[config.mk]
export PLATFORM = sky130hd
export DESIGN_NAME = bin2bcd_seq
export DESIGN_NICKNAME = d
export VERILOG_FILES = /design/src/rtl/bin2bcd_seq.sv
export SDC_FILE = /design/constraint.sdc
export NUM_CORES = 1
export LEC_CHECK = 0
export BUFFER_PORTS_ARGS = -buffer_cell sky130_fd_sc_hd__buf_2
export CAP_MARGIN = 20
export CORE_MARGIN = 4
export CORE_UTILIZATION = 60
export DETAILED_ROUTE_END_ITERATION = 16
export PLACE_DENSITY = 0.84
export SYNTH_ARGS = -nofsm -noshare
export SYNTH_HDL_FRONTEND = slang
export SYNTH_SLANG_ARGS = --single-unit
[constraint.sdc]
create_clock -name clk -period 4 [get_ports clk]
set_clock_uncertainty 0.05 [all_clocks]
set_input_delay 0.6 -clock clk [delete_from_list [all_inputs] [get_ports clk]]
set_output_delay 0.6 -clock clk [all_outputs]
set_load 0.03 [all_outputs]
[src/rtl/bin2bcd_seq.sv]
`default_nettype none
// ============================================================================
// Module      : bin2bcd_seq
// Description : Multi-cycle signed binary-to-BCD converter. Serial
//               double-dabble, one operand bit per clock, with a
//               start/busy/done handshake. Feeds bcd2disp sign/bcd inputs.
// Revision    : 1.0 - initial release
// ============================================================================
module bin2bcd_seq #(
    parameter int WIDTH  = 32,
    parameter int DIGITS = 16
) (
    input  logic             clk,
    input  logic             reset_n,
    input  logic             start,
    input  logic [WIDTH-1:0] bin,
    output logic             busy,
    output logic             done,
    output logic             sign,
    output logic [3:0]       bcd [DIGITS]
);

    // ------------------------------------------------------------------------
    // Constants
    // ------------------------------------------------------------------------
    localparam int             c_SW       = 4 * DIGITS;        // scratch width
    localparam int             c_CW       = $clog2(WIDTH + 1); // counter width
    localparam logic [c_CW-1:0] c_CNT_INIT = c_CW'(WIDTH);
    localparam logic [c_CW-1:0] c_CNT_ONE  = c_CW'(1);

    localparam logic [1:0] c_IDLE  = 2'd0;
    localparam logic [1:0] c_SHIFT = 2'd1;
    localparam logic [1:0] c_DONE  = 2'd2;

    // ------------------------------------------------------------------------
    // State
    // ------------------------------------------------------------------------
    logic [1:0]       r_state;
    logic [c_CW-1:0]  r_cnt;
    logic [WIDTH-1:0] r_mag;
    logic             r_neg;
    logic [c_SW-1:0]  r_scr;
    logic             r_sign;
    logic [c_SW-1:0]  r_bcd;

    logic             w_accept;
    logic             w_last;
    logic             w_neg_in;
    logic [WIDTH-1:0] w_mag_in;
    logic [c_SW-1:0]  w_adj;
    logic [c_SW-1:0]  w_scr_next;
    logic [WIDTH-1:0] w_mag_next;

    // Operand capture: the most negative value negates to 2^(WIDTH-1), which
    // still fits because the magnitude is treated as unsigned.
    assign w_neg_in = bin[WIDTH-1];
    assign w_mag_in = w_neg_in ? ({WIDTH{1'b0}} - bin) : bin;

    assign w_accept = (r_state == c_IDLE) && start;
    assign w_last   = (r_cnt == c_CNT_ONE);

    // Double-dabble correction: every digit of 5 or more gets +3 before the shift
    always_comb begin
        w_adj = r_scr;
        for (int i = 0; i < DIGITS; i++) begin
            if (r_scr[4*i +: 4] >= 4'd5) begin
                w_adj[4*i +: 4] = r_scr[4*i +: 4] + 4'd3;
            end
        end
    end

    // The magnitude MSB enters digit 0; the top digit's carry falls off the end
    assign w_scr_next = {w_adj[c_SW-2:0], r_mag[WIDTH-1]};
    assign w_mag_next = {r_mag[WIDTH-2:0], 1'b0};

    // Control FSM: IDLE -> SHIFT (WIDTH cycles) -> DONE (one cycle) -> IDLE
    always_ff @(posedge clk or negedge reset_n) begin
        if (!reset_n) begin
            r_state <= c_IDLE;
            r_cnt   <= '0;
        end else begin
            case (r_state)
                c_IDLE: begin
                    if (w_accept) begin
                        r_cnt   <= c_CNT_INIT;
                        r_state <= c_SHIFT;
                    end
                end
                c_SHIFT: begin
                    r_cnt <= r_cnt - c_CNT_ONE;
                    if (w_last) begin
                        r_state <= c_DONE;
                    end
                end
                c_DONE: begin
                    r_state <= c_IDLE;
                end
                default: begin
                    r_state <= c_IDLE;
                end
            endcase
        end
    end

    // Conversion datapath: capture operand on accept, shift while converting
    always_ff @(posedge clk or negedge reset_n) begin
        if (!reset_n) begin
            r_neg <= 1'b0;
            r_mag <= '0;
            r_scr <= '0;
        end else if (w_accept) begin
            r_neg <= w_neg_in;
            r_mag <= w_mag_in;
            r_scr <= '0;
        end else if (r_state == c_SHIFT) begin
            r_mag <= w_mag_next;
            r_scr <= w_scr_next;
        end
    end

    // Result registers: loaded only on entry to DONE, so the previous result
    // stays visible for the whole of the next conversion
    always_ff @(posedge clk or negedge reset_n) begin
        if (!reset_n) begin
            r_sign <= 1'b0;
            r_bcd  <= '0;
        end else if ((r_state == c_SHIFT) && w_last) begin
            r_sign <= r_neg;
            r_bcd  <= w_scr_next;
        end
    end

    // ------------------------------------------------------------------------
    // Outputs
    // ------------------------------------------------------------------------
    assign busy = (r_state == c_SHIFT) || (r_state == c_DONE);
    assign done = (r_state == c_DONE);
    assign sign = r_sign;

    generate
        for (genvar g = 0; g < DIGITS; g++) begin : g_bcd_out
            assign bcd[g] = r_bcd[4*g +: 4];
        end
    endgenerate

endmodule
`default_nettype wire

==> flow_summary_export.csv <==
group,metric,value,unit
clock_tree,cts_num_sinks,170,
sta,unrepaired_setup_endpoints_after_global_routing,"no",
placed_design,half_perimeter_wire_length_of_the_detailed_placement_result,12.2,mm
worst_setup_path,reg2reg_depth,5,
synthesis,synth-seq-area-share,46.6,%
die,start_util,62.2,%
pwr,power.density,833,nW/µm²
final_layout,synthToLayoutAreaGrowth,13.6,%
clock_tree,clk_pin_slew,60,ps
placed_design,count_of_buffers_from_port_buffering,101,
placed_design,placed_cell_area,9770,µm²
die,x_dimension_of_the_die,131,µm
clock_tree,post_cts_buffers,0,
worst_setup_path,worst-setup-path-type,"register to register",
clock_tree,clock_path_buffers,2,
clock_tree,tritoncts.num_buffers,17,
synthesis,synthArstFlopShare,100,%
pwr,netSwitchingPower,3590,µW
synthesis,synthesis.nets,998,
placed_design,place.gp.congestion,0.834,
placed_design,number_of_cells_after_detailed_placement,1170,
final_layout,most_common_library_cell_in_the_layout_ignoring_fill_and_taps,"dfrtp_1",
grt,sum_of_overflow_across_all_layers_after_global_routing,0,
final_layout,finalNonFillerCells,1201,
synthesis,cells_after_synthesis,925,
synthesis,post_synth_main_area_contributors,"dfrtp_1 (47%), mux2i_1 (6.6%), ha_1 (5.2%)",
sta,final-setup-viol-count,0,
pwr,vdd_ir_drop_max,0.398,mV
drt,routed_wl,17.9,mm
sta,fmaxAchievable,418,MHz
synthesis,yosys_warns,0,
clock_tree,cts-hold-fix-buffers,0,
grt,grt_pass1_vias,6745,
placed_design,place_worst_setup_slack,1540,ps
final_layout,final_layout_size_suffix_gt1_share,17.8,%
pwr,total_leakage_power,0.00487,µW
clock_tree,clock_latency,430,ps
worst_setup_path,reg2reg_setup_slack,1610,ps
drt,post_drt_wl_per_cell,14.9,µm
drt,drc_violations,0,
drt,dr_total_vias,6859,
hold_path,timing.hold.worst.class,"input pin to asynchronous set/reset pin",
sta,worst-slew-pin-transition,971,ps
grt,globalRouteTotalUtil,21.7,%
synthesis,number_of_unique_standard_cell_types_used_by_synthesis,44,
sta,slew_viol_final,0,
final_layout,fin_area,10400,µm²
sta,final.min_clock_period,2390,ps
pwr,comb_power_share,45.4,%
sta,finalSetupTns,0,ps
drt,drt_iter0_drc,500,
synthesis,synth_top_area_cell,"dfrtp_1",
pwr,intPower,5050,µW
drt,detail_route.first_pass.iterations,4,
worst_setup_path,cp-end-kind,"register",
pwr,clk_network_pwr_share,19.8,%
final_layout,layout.cells.most_common_list,"dfrtp_1 (170), buf_2 (100), a21oi_1 (92)",
pwr,seq_power_share,34.8,%
clock_tree,cts.htree.levels,4,
die,core_area,14700,µm²
drt,drt-vias-per-instance,5.71,
flow_run,max_cap_viol_count,0,
worst_setup_path,path_max_fanout,101,
grt,grt_pass1_wl,31.6,mm
clock_tree,tritoncts,"done",
worst_setup_path,critPathLaunchType,"register",
final_layout,antenna-diode-count,0,
final_layout,design.final.nets,1078,
synthesis,synth_edf_count,0,
clock_tree,cts_repair_resize_count,0,
die,design.portCount,102,
synthesis,synth_seq_cells,170,
synthesis,netlist_area,9140,µm²
synthesis,synth_flop_type,"dfrtp_1",
die,fp.dieArea,17300,µm²
grt,grt_max_degree,102,
sta,timing.slew.headroom,35.3,%
sta,post-route-worst-setup-slack,1610,ps
synthesis,synth_top_area_share,46.6,%
drt,drt.antenna.violating_nets,0,
worst_setup_path,cp_data_required_time,4260,ps
die,std_cell_rows,44,
grt,antenna_found_initial,0,
synthesis,synth.avg_cell_area,9.88,µm²
pwr,power.share.switching,41.5,%
clock_tree,root_buffer,"clkbuf_16",
die,die_height,131,µm
sta,post-route-period-util,59.8,%
worst_setup_path,arrival,2650,ps
run_status,run_status,"finished, final reports clean",
sta,finalHoldViolations,0,
[sequential cells by signal, indices dropped and copies added, names as in the netlist]
name / cells
r_bcd: 64
r_cnt: 6
r_mag: 32
r_neg: 1
r_scr: 64
r_state: 2
sign: 1
[kinds of logic (layout without fill, tap and decap cells)]
| group | count (synthesis) | count (layout) | synth area share [%] |
|---|---|---|---|
| flip-flops | 170 | 170 | 46.6 |
| multiplexers | 91 | 91 | 10.4 |
| AND/OR/NAND/NOR | 257 | 257 | 15.0 |
| adder cells (fa/ha/maj) | 38 | 38 | 5.20 |
| buffers and inverters | 87 | 179 | 3.68 |
| XOR/XNOR | 45 | 45 | 4.31 |
| AO/OA/AOI/OAI | 237 | 237 | 14.8 |
[worst max-delay path: stages (launching register included)]
cell and delay [ps]:
dfrtp_1 380, inv_1 100, ha_4 360, nand4_1 150, buf_4 750, mux2_2 420
[area by class of cell]
cell class,instances,area (µm²)
inverters,40,150
repair buffers,108,577
multi-input cells,668,4560
well taps,184,230
clock buffers,23,468
fillers,1134,4320
flip-flops and latches,170,4250
clock inverters,8,143
[path summary, 6_finish.rpt]
check,end,start
worst max-delay path,r_bcd[9]$_DFFE_PN0P_,r_state[1]$_DFFE_PN0P_
worst min-delay path,r_bcd[10]$_DFFE_PN0P_,reset_n
worst max register to register,r_bcd[9]$_DFFE_PN0P_,r_state[1]$_DFFE_PN0P_
worst min register to register,r_bcd[43]$_DFFE_PN0P_,r_bcd[43]$_DFFE_PN0P_
max in group asynchronous,r_bcd[44]$_DFFE_PN0P_,reset_n
min in group clk,r_bcd[43]$_DFFE_PN0P_,r_bcd[43]$_DFFE_PN0P_
[Yosys cell counts, types with 2 or more instances]
cell	count
inv_1	40
xnor2_1	21
nor4_1	3
ha_1	38
xor2_1	24
nor4_2	3
or2_2	2
o41ai_2	2
o31ai_1	8
nor3b_1	33
o21ai_0	87
nand3_1	22
or4_4	2
and2_1	6
a21oi_1	92
buf_1	5
clkbuf_1	34
o41ai_1	4
a211oi_1	37
mux2i_1	60
or3_1	3
buf_2	8
nor3_1	4
a22o_1	2
nand3b_1	2
or4_1	2
nand2b_1	19
nor2b_1	22
dfrtp_1	170
nand2_1	78
nor2_1	49
mux2_2	31
[routing by layer]
metal	wire (µm)	global-route usage, %
met3	602	4.01
met4	261	6.94
met2	8940	37.0
met1	8100	28.2
met5	0	0
[power by group through the flow]
| stage | clock network [µW] | logic [µW] | registers [µW] |
|---|---|---|---|
| detailed placement | 0 | 3940 | 3030 |
| global route | 1810 | 4400 | 3120 |
| floorplan | 0 | 2480 | 3480 |
| CTS | 1740 | 3960 | 3000 |
| finish | 1710 | 3920 | 3010 |
| global placement | 0 | 3770 | 2980 |
[per-stage QoR]
step                utilization, %  total power [µW]  hold WS (ps)
CTS                           70.6              8710           225
detailed placement            66.5              6960           415
finish                        70.6              8640           185
floorplan                        -              5960           254
global placement              66.5              6760           405
global route                  70.6              9330           279
(Power assumes the default switching activity.)
